--- src/rtl/ma_dataphase_if.sv ---
// ---------------------------------------------------------------------------
// ma_dataphase_if
// Groups every non-clock signal of the MA data-phase controller:
//   EX->MA register outputs : s_exma_valid_i, s_exma_load_i, s_exma_store_i,
//                             s_exma_f_i, s_exma_rd_i, s_exma_val_i,
//                             s_exma_tstrd_i
//   pipeline control        : s_flush_i, s_stall_wb_i, s_stall_o
//   AHB3-Lite data phase    : s_d_hready_i, s_d_hresp_i, s_d_hrdata_i
//   MA->WB register         : s_mawb_valid_o, s_mawb_rd_o, s_mawb_we_o,
//                             s_mawb_val_o, s_mawb_err_o
//   diagnostics             : s_errcnt_o (saturating bus-error count)
// The _i/_o suffixes are relative to the controller, which takes the slave
// modport; the surrounding pipeline / bench takes the master modport.
// ---------------------------------------------------------------------------
interface ma_dataphase_if #(
    parameter int ERRCNT_W = 8
);
    logic                s_flush_i;
    logic                s_stall_wb_i;
    logic                s_exma_valid_i;
    logic                s_exma_load_i;
    logic                s_exma_store_i;
    logic [2:0]          s_exma_f_i;
    logic [4:0]          s_exma_rd_i;
    logic [31:0]         s_exma_val_i;
    logic                s_exma_tstrd_i;
    logic                s_d_hready_i;
    logic                s_d_hresp_i;
    logic [31:0]         s_d_hrdata_i;
    logic                s_stall_o;
    logic                s_mawb_valid_o;
    logic [4:0]          s_mawb_rd_o;
    logic                s_mawb_we_o;
    logic [31:0]         s_mawb_val_o;
    logic                s_mawb_err_o;
    logic [ERRCNT_W-1:0] s_errcnt_o;

    modport slave (
        input  s_flush_i, s_stall_wb_i, s_exma_valid_i, s_exma_load_i,
               s_exma_store_i, s_exma_f_i, s_exma_rd_i, s_exma_val_i,
               s_exma_tstrd_i, s_d_hready_i, s_d_hresp_i, s_d_hrdata_i,
        output s_stall_o, s_mawb_valid_o, s_mawb_rd_o, s_mawb_we_o,
               s_mawb_val_o, s_mawb_err_o, s_errcnt_o
    );

    modport master (
        output s_flush_i, s_stall_wb_i, s_exma_valid_i, s_exma_load_i,
               s_exma_store_i, s_exma_f_i, s_exma_rd_i, s_exma_val_i,
               s_exma_tstrd_i, s_d_hready_i, s_d_hresp_i, s_d_hrdata_i,
        input  s_stall_o, s_mawb_valid_o, s_mawb_rd_o, s_mawb_we_o,
               s_mawb_val_o, s_mawb_err_o, s_errcnt_o
    );
endinterface

--- src/rtl/ma_dataphase.sv ---
// ---------------------------------------------------------------------------
// ma_dataphase
// Memory-access stage data-phase controller. Completes the AHB3-Lite data
// phase started by EX, aligns/sign-extends load data, writes the MA->WB
// register and stalls EX while a data phase is outstanding.
// Ports:
//   s_clk_i    : clock
//   s_resetn_i : asynchronous active-low reset
//   bus        : ma_dataphase_if.slave (EX->MA inputs, AHB data phase,
//                MA->WB outputs, stall, error counter)
// ---------------------------------------------------------------------------
module ma_dataphase #(
    parameter int          ERRCNT_W   = 8,
    parameter logic [31:0] RST_PC_VAL = 32'h0000_0000
) (
    input  logic          s_clk_i,
    input  logic          s_resetn_i,
    ma_dataphase_if.slave bus
);

    typedef enum logic [1:0] {
        IDLE = 2'd0,
        DATA = 2'd1,
        ERR1 = 2'd2
    } state_e;

    state_e              state_q, state_d;
    logic [31:0]         addr_q, addr_d;
    logic [2:0]          f_q, f_d;
    logic [4:0]          rd_q, rd_d;
    logic                load_q, load_d;
    logic                drop_q, drop_d;

    logic                pend_q, pend_d;
    logic [4:0]          pend_rd_q, pend_rd_d;
    logic                pend_we_q, pend_we_d;
    logic [31:0]         pend_val_q, pend_val_d;
    logic                pend_err_q, pend_err_d;

    logic                valid_q, valid_d;
    logic [4:0]          mrd_q, mrd_d;
    logic                we_q, we_d;
    logic [31:0]         val_q, val_d;
    logic                err_q, err_d;
    logic [ERRCNT_W-1:0] errcnt_q, errcnt_d;

    logic                lsu_start, in_data, in_phase, complete, bus_err, drop_eff;
    logic                nonlsu;
    logic [31:0]         cur_addr;
    logic [2:0]          cur_f;
    logic [4:0]          cur_rd;
    logic                cur_load;
    logic [7:0]          byte_sel;
    logic [15:0]         half_sel;
    logic [31:0]         load_data, res_val;
    logic                res_we;

    // The tstrd cycle is already the first data-phase cycle, so an LSU start
    // is handled exactly like being in DATA. While a held result waits in the
    // pending buffer, the EX register still shows that same instruction and
    // must not be started again.
    always_comb begin
        lsu_start = (state_q == IDLE) & ~pend_q & bus.s_exma_valid_i &
                    (bus.s_exma_load_i | bus.s_exma_store_i) & bus.s_exma_tstrd_i;
        nonlsu    = (state_q == IDLE) & ~pend_q & bus.s_exma_valid_i &
                    ~bus.s_exma_load_i & ~bus.s_exma_store_i;
        in_data   = lsu_start | (state_q == DATA);
        in_phase  = lsu_start | (state_q != IDLE);
        if (state_q == IDLE) begin
            cur_addr = bus.s_exma_val_i;
            cur_f    = bus.s_exma_f_i;
            cur_rd   = bus.s_exma_rd_i;
            cur_load = bus.s_exma_load_i;
        end else begin
            cur_addr = addr_q;
            cur_f    = f_q;
            cur_rd   = rd_q;
            cur_load = load_q;
        end
    end

    always_comb begin
        byte_sel = bus.s_d_hrdata_i[7:0];
        case (cur_addr[1:0])
            2'd1:    byte_sel = bus.s_d_hrdata_i[15:8];
            2'd2:    byte_sel = bus.s_d_hrdata_i[23:16];
            2'd3:    byte_sel = bus.s_d_hrdata_i[31:24];
            default: byte_sel = bus.s_d_hrdata_i[7:0];
        endcase
        half_sel = cur_addr[1] ? bus.s_d_hrdata_i[31:16] : bus.s_d_hrdata_i[15:0];
        case (cur_f[1:0])
            2'b00:   load_data = {{24{byte_sel[7] & ~cur_f[2]}}, byte_sel};
            2'b01:   load_data = {{16{half_sel[15] & ~cur_f[2]}}, half_sel};
            default: load_data = bus.s_d_hrdata_i;
        endcase
    end

    // hready=1 with hresp=1 in the first data-phase cycle is not legal AHB;
    // it is taken as an error completion so the FSM can never lock up.
    always_comb begin
        state_d  = state_q;
        complete = 1'b0;
        bus_err  = 1'b0;
        if (in_data) begin
            if (bus.s_d_hready_i) begin
                complete = 1'b1;
                bus_err  = bus.s_d_hresp_i;
                state_d  = IDLE;
            end else if (bus.s_d_hresp_i) begin
                state_d  = ERR1;
            end else begin
                state_d  = DATA;
            end
        end else if (state_q == ERR1) begin
            if (bus.s_d_hready_i & bus.s_d_hresp_i) begin
                complete = 1'b1;
                bus_err  = 1'b1;
                state_d  = IDLE;
            end
        end else if (nonlsu) begin
            complete = 1'b1;
        end
    end

    assign bus.s_stall_o = (in_phase & ~complete) | bus.s_stall_wb_i;

    always_comb begin
        drop_eff = drop_q | bus.s_flush_i;
        drop_d   = (in_phase & ~complete) ? drop_eff : 1'b0;
        addr_d   = lsu_start ? bus.s_exma_val_i  : addr_q;
        f_d      = lsu_start ? bus.s_exma_f_i    : f_q;
        rd_d     = lsu_start ? bus.s_exma_rd_i   : rd_q;
        load_d   = lsu_start ? bus.s_exma_load_i : load_q;
        if (in_phase & (bus_err | ~cur_load)) begin
            res_val = cur_addr;
        end else if (in_phase) begin
            res_val = load_data;
        end else begin
            res_val = bus.s_exma_val_i;
        end
        res_we = ~bus_err & (cur_rd != 5'd0) & (~in_phase | cur_load);
    end

    // MA->WB register, pending buffer for LSU results completed under a WB
    // stall, and the saturating error counter (counts even dropped errors).
    always_comb begin
        valid_d    = valid_q;
        mrd_d      = mrd_q;
        we_d       = we_q;
        val_d      = val_q;
        err_d      = err_q;
        pend_d     = pend_q;
        pend_rd_d  = pend_rd_q;
        pend_we_d  = pend_we_q;
        pend_val_d = pend_val_q;
        pend_err_d = pend_err_q;
        errcnt_d   = errcnt_q;
        if (complete & bus_err & ~(&errcnt_q)) begin
            errcnt_d = errcnt_q + ERRCNT_W'(1);
        end
        if (~bus.s_stall_wb_i) begin
            pend_d = 1'b0;
            if (pend_q) begin
                valid_d = ~bus.s_flush_i;
                mrd_d   = pend_rd_q;
                we_d    = pend_we_q & ~bus.s_flush_i;
                val_d   = pend_val_q;
                err_d   = pend_err_q;
            end else if (complete & ~drop_eff) begin
                valid_d = 1'b1;
                mrd_d   = cur_rd;
                we_d    = res_we;
                val_d   = res_val;
                err_d   = bus_err;
            end else begin
                valid_d = 1'b0;
                we_d    = 1'b0;
            end
        end else if (pend_q) begin
            pend_d = ~bus.s_flush_i;
        end else if (complete & in_phase & ~drop_eff) begin
            pend_d     = 1'b1;
            pend_rd_d  = cur_rd;
            pend_we_d  = res_we;
            pend_val_d = res_val;
            pend_err_d = bus_err;
        end
    end

    always_ff @(posedge s_clk_i or negedge s_resetn_i) begin
        if (!s_resetn_i) begin
            state_q    <= IDLE;
            addr_q     <= 32'h0;
            f_q        <= 3'h0;
            rd_q       <= 5'h0;
            load_q     <= 1'b0;
            drop_q     <= 1'b0;
            pend_q     <= 1'b0;
            pend_rd_q  <= 5'h0;
            pend_we_q  <= 1'b0;
            pend_val_q <= 32'h0;
            pend_err_q <= 1'b0;
            valid_q    <= 1'b0;
            mrd_q      <= 5'h0;
            we_q       <= 1'b0;
            val_q      <= RST_PC_VAL;
            err_q      <= 1'b0;
            errcnt_q   <= '0;
        end else begin
            state_q    <= state_d;
            addr_q     <= addr_d;
            f_q        <= f_d;
            rd_q       <= rd_d;
            load_q     <= load_d;
            drop_q     <= drop_d;
            pend_q     <= pend_d;
            pend_rd_q  <= pend_rd_d;
            pend_we_q  <= pend_we_d;
            pend_val_q <= pend_val_d;
            pend_err_q <= pend_err_d;
            valid_q    <= valid_d;
            mrd_q      <= mrd_d;
            we_q       <= we_d;
            val_q      <= val_d;
            err_q      <= err_d;
            errcnt_q   <= errcnt_d;
        end
    end

    assign bus.s_mawb_valid_o = valid_q;
    assign bus.s_mawb_rd_o    = mrd_q;
    assign bus.s_mawb_we_o    = we_q;
    assign bus.s_mawb_val_o   = val_q;
    assign bus.s_mawb_err_o   = err_q;
    assign bus.s_errcnt_o     = errcnt_q;

endmodule

--- src/flat_wrapper.sv ---
// flat-port wrapper written by rule: the top's interface ports become plain ports
module ma_dataphase_flat 
#(
    parameter int          ERRCNT_W   = 8,
    parameter logic [31:0] RST_PC_VAL = 32'h0000_0000
)
  (s_clk_i, s_resetn_i, bus_s_flush_i, bus_s_stall_wb_i, bus_s_exma_valid_i, bus_s_exma_load_i, bus_s_exma_store_i, bus_s_exma_f_i, bus_s_exma_rd_i, bus_s_exma_val_i, bus_s_exma_tstrd_i, bus_s_d_hready_i, bus_s_d_hresp_i, bus_s_d_hrdata_i, bus_s_stall_o, bus_s_mawb_valid_o, bus_s_mawb_rd_o, bus_s_mawb_we_o, bus_s_mawb_val_o, bus_s_mawb_err_o, bus_s_errcnt_o);
  ma_dataphase_if #(.ERRCNT_W(ERRCNT_W)) bus_i ();
  input  logic s_clk_i;
  input  logic s_resetn_i;
  input wire logic [$bits(bus_i.s_flush_i)-1:0] bus_s_flush_i;
  input wire logic [$bits(bus_i.s_stall_wb_i)-1:0] bus_s_stall_wb_i;
  input wire logic [$bits(bus_i.s_exma_valid_i)-1:0] bus_s_exma_valid_i;
  input wire logic [$bits(bus_i.s_exma_load_i)-1:0] bus_s_exma_load_i;
  input wire logic [$bits(bus_i.s_exma_store_i)-1:0] bus_s_exma_store_i;
  input wire logic [$bits(bus_i.s_exma_f_i)-1:0] bus_s_exma_f_i;
  input wire logic [$bits(bus_i.s_exma_rd_i)-1:0] bus_s_exma_rd_i;
  input wire logic [$bits(bus_i.s_exma_val_i)-1:0] bus_s_exma_val_i;
  input wire logic [$bits(bus_i.s_exma_tstrd_i)-1:0] bus_s_exma_tstrd_i;
  input wire logic [$bits(bus_i.s_d_hready_i)-1:0] bus_s_d_hready_i;
  input wire logic [$bits(bus_i.s_d_hresp_i)-1:0] bus_s_d_hresp_i;
  input wire logic [$bits(bus_i.s_d_hrdata_i)-1:0] bus_s_d_hrdata_i;
  output wire logic [$bits(bus_i.s_stall_o)-1:0] bus_s_stall_o;
  output wire logic [$bits(bus_i.s_mawb_valid_o)-1:0] bus_s_mawb_valid_o;
  output wire logic [$bits(bus_i.s_mawb_rd_o)-1:0] bus_s_mawb_rd_o;
  output wire logic [$bits(bus_i.s_mawb_we_o)-1:0] bus_s_mawb_we_o;
  output wire logic [$bits(bus_i.s_mawb_val_o)-1:0] bus_s_mawb_val_o;
  output wire logic [$bits(bus_i.s_mawb_err_o)-1:0] bus_s_mawb_err_o;
  output wire logic [$bits(bus_i.s_errcnt_o)-1:0] bus_s_errcnt_o;
  assign bus_i.s_flush_i = bus_s_flush_i;
  assign bus_i.s_stall_wb_i = bus_s_stall_wb_i;
  assign bus_i.s_exma_valid_i = bus_s_exma_valid_i;
  assign bus_i.s_exma_load_i = bus_s_exma_load_i;
  assign bus_i.s_exma_store_i = bus_s_exma_store_i;
  assign bus_i.s_exma_f_i = bus_s_exma_f_i;
  assign bus_i.s_exma_rd_i = bus_s_exma_rd_i;
  assign bus_i.s_exma_val_i = bus_s_exma_val_i;
  assign bus_i.s_exma_tstrd_i = bus_s_exma_tstrd_i;
  assign bus_i.s_d_hready_i = bus_s_d_hready_i;
  assign bus_i.s_d_hresp_i = bus_s_d_hresp_i;
  assign bus_i.s_d_hrdata_i = bus_s_d_hrdata_i;
  assign bus_s_stall_o = bus_i.s_stall_o;
  assign bus_s_mawb_valid_o = bus_i.s_mawb_valid_o;
  assign bus_s_mawb_rd_o = bus_i.s_mawb_rd_o;
  assign bus_s_mawb_we_o = bus_i.s_mawb_we_o;
  assign bus_s_mawb_val_o = bus_i.s_mawb_val_o;
  assign bus_s_mawb_err_o = bus_i.s_mawb_err_o;
  assign bus_s_errcnt_o = bus_i.s_errcnt_o;
  ma_dataphase #(.ERRCNT_W(ERRCNT_W), .RST_PC_VAL(RST_PC_VAL)) u_core (.s_clk_i(s_clk_i), .s_resetn_i(s_resetn_i), .bus(bus_i));
endmodule
--- config.mk ---
export PLATFORM = sky130hd
export DESIGN_NAME = ma_dataphase_flat
export DESIGN_NICKNAME = d
export VERILOG_FILES = /design/src/rtl/ma_dataphase_if.sv /design/src/rtl/ma_dataphase.sv /design/src/flat_wrapper.sv
export SDC_FILE = /design/constraint.sdc
export NUM_CORES = 1
export LEC_CHECK = 0
export ABC_AREA = 1
export CORE_MARGIN = 10
export CORE_UTILIZATION = 45
export DETAILED_ROUTE_END_ITERATION = 6
export GPL_ROUTABILITY_DRIVEN = 0
export PLACE_DENSITY = 0.77
export SYNTH_ARGS = -nofsm -noshare
export SYNTH_HDL_FRONTEND = slang
export SYNTH_SLANG_ARGS = --single-unit
export TNS_END_PERCENT = 20
--- constraint.sdc ---
create_clock -name s_clk_i -period 3.7 [get_ports s_clk_i]
set_input_delay 0.74 -clock s_clk_i [delete_from_list [all_inputs] [get_ports s_clk_i]]
set_output_delay 0.74 -clock s_clk_i [all_outputs]
set_load 0.1 [all_outputs]
==> results.cfg <==
[grt]
grt_max_degree = 68
grt_use_met1 = 0.2843
grt_pass1_wl_mm = 38.64
grt.overflow.total = 0
grt-busiest-layer = met2
grt_use_met3 = 0.04714
grt_pass1_vias = 7313
grt.total_usage = 0.2001
grt_use_met2 = 0.2861
antenna_found_initial = 0

[clock_tree]
post_cts_resized = 0
cts.clk_slew.worst_paths_ps = 60
clk_latency_ps = 430
cts_tree = built
htreeDepth = 4
root_buffer = clkbuf_16
cts_made_buffers = 17
cts_sinks = 132
post_cts.repair.setup_buffers = 0
postCtsHoldBufs = 0
cts_buffer_depth = 2

[routing]
via_per_inst = 5.247
vias = 7855
drt-initial-drc-count = 911
routed_wirelength_mm = 23.64
drtPass1Iterations = 6
post_drt_wl_per_cell_um = 15.79
ant_nets = 0
route.detailed.drc = 0

[floorplan]
start_util = 0.4559
die_h_um = 151.9
die_x_um = 151.9
num_rows = 48
core_area_um2 = 17180
io-pin-count = 131
dieArea_um2 = 23080

[job]
maxCapViolations = 0

[placement]
hpwl_mm = 16.88
placed_area_um2 = 9276
port_buffers = 130
placed_cells = 1467

[logic_synthesis]
ys_ff_latch = 132
syn_nets = 1241
synthesis.area_um2 = 7831
synthArstFlopShare = 1.000
synth.distinct_cells = 37
seq_area_frac_synth = 0.4218
syn_area_per_cell_um2 = 6.763
ys.flop_type = dfrtp_1
yosysTopAreaCellShare = 0.4218
synth_area_leaders = dfrtp_1, nand2_1, nor2_1
postSynthCellCount = 1158
yosysWarnings = 0
synth_edf_count = 0
yosysTopAreaCell = dfrtp_1

[setup_path]
crit_chain = clkdlybuf4s50_1 > nor2_1 > inv_1 > nand2_1 > nand2_1 > a21o_1 > or2_2 > nand2_1 > buf_12
path_buf_inv = 3
r2r-start = u_core.state_q[1]
critPathKind = in2out
cp-start-kind = primary input
end_kind = output port
reg2reg_depth = 14
crit_fanout = 3
crit_slowest_cell = clkdlybuf4s50_1
reg2reg_slack_ps = 810
path_delay_family = simple AND/OR/NAND/NOR gates
critical_path_arrival_ps = 2660
r2r_end = u_core.bus.s_mawb_val_o[4]
cpPeakStageDelay_ps = 440
cp.required_ps = 2960
crit_top_cell = nand2_1

[final_layout]
stdcell_area_um2 = 9861
nets = 1344
final_cell_mix = nand2_1, nor2_1, dfrtp_1
n_antenna_cell = 0
fin_util = 0.5741
syn2layout_area_growth_pct = 25.91
final_common_cell = nand2_1
stdcell_count = 1497
regArea_um2 = 3303
multi_input_area_um2 = 3920
layout-drive-gt1-share = 0.07390
fillers = 1593

[run_status]
status = finished clean

[sta]
hold_viol_final = 0
setup_viol = 0
worst_slew_pin_slew_ps = 1023
slew_headroom = 0.3161
finClkSkew_ps = 8.783
finalCritPeriodShare = 0.9184
rsz0062_at_grt = no
fmax_ghz = 0.2943
tns_ps = 0
drv_slew = 0
fin_crit_ps = 3398

[power_and_ir_drop]
leakage_nw = 5.105
ir_drop_mv = 0.5219
powerDensity_nw_per_um2 = 1074

[worst_hold_path]
worstHoldPathType = in2async
[Yosys cell counts, types with 4 or more instances]
library cell / number
a21oi_1: 37
buf_1: 5
buf_2: 25
buf_6: 10
clkbuf_1: 21
dfrtp_1: 132
inv_1: 66
nand2_1: 475
nand2_2: 6
nand3_1: 56
nand4_1: 4
nor2_1: 153
o211ai_1: 6
o211ai_2: 5
o21ai_0: 100
o21ai_1: 11
o21ai_2: 12
xnor2_1: 4
[layer usage]
layer | share of wire | wire, µm
met3 | 0.088 | 2081
met5 | 0 | 0
met4 | 0.025 | 602
met2 | 0.43 | 10120
met1 | 0.46 | 10840
[layout make-up]
class / count / area share
multi-input combinational: 892 / 0.3975
sequential: 132 / 0.3350
timing repair buffer: 148 / 0.1528
clock buffer: 21 / 0.04872
tap: 225 / 0.02855
inverter: 70 / 0.02690
clock inverter: 9 / 0.01053
[per-stage QoR]
| step | hold slack, ps | setup WS, ps | power (mW) |
|---|---|---|---|
| 4_1_cts | 442.1 | 297.2 | 10.56 |
| 3_5_place_dp | 458.7 | 304.1 | 8.852 |
| 2_1_floorplan | 442.5 | 533.9 | 7.277 |
| 3_3_place_gp | 453.9 | 386.4 | 8.748 |
| 6_report | 406.4 | 302.1 | 10.59 |
| 5_1_grt | 467.1 | 158.5 | 11.35 |
[logic make-up after synthesis]
logic type / Yosys count / synth area share
XOR/XNOR: 7 / 0.007829
AND/OR/NAND/NOR: 708 / 0.3630
adder cells (fa/ha/maj): 1 / 0.001597
buffers and inverters: 134 / 0.07957
flip-flops: 132 / 0.4218
AO/OA/AOI/OAI: 176 / 0.1262
[flip-flops by register name (all words and copies together) (netlist names)]
register                   cells
u_core.addr_q                 32
u_core.bus.s_mawb_val_o       32
u_core.pend_val_q             32
u_core.bus.s_errcnt_o          8
u_core.bus.s_mawb_rd_o         5
u_core.pend_rd_q               5
u_core.rd_q                    5
u_core.f_q                     3
u_core.state_q                 2
u_core.bus.s_mawb_err_o        1
u_core.bus.s_mawb_valid_o      1
u_core.bus.s_mawb_we_o         1
u_core.drop_q                  1
u_core.load_q                  1
u_core.pend_err_q              1
u_core.pend_q                  1
u_core.pend_we_q               1
[where the power goes]
| part | total (mW) | internal [mW] | switching [mW] |
|---|---|---|---|
| clock | 1.66 | 1.05 | 0.606 |
| combinational | 6.46 | 1.78 | 4.69 |
| sequential | 2.47 | 2.10 | 0.370 |
[worst max path at each step]
| stage | startpoint | to | depth (start not counted) |
|---|---|---|---|
| 2_1_floorplan | bus_s_exma_valid_i | bus_s_stall_o | 9 |
| 6_report | bus_s_exma_load_i | bus_s_stall_o | 9 |
| 4_1_cts | bus_s_exma_load_i | bus_s_stall_o | 9 |
| 5_1_grt | bus_s_exma_load_i | bus_s_stall_o | 9 |
| 3_5_place_dp | bus_s_exma_load_i | bus_s_stall_o | 9 |
| 3_3_place_gp | bus_s_exma_load_i | bus_s_stall_o | 9 |
(Power assumes the default switching activity.)
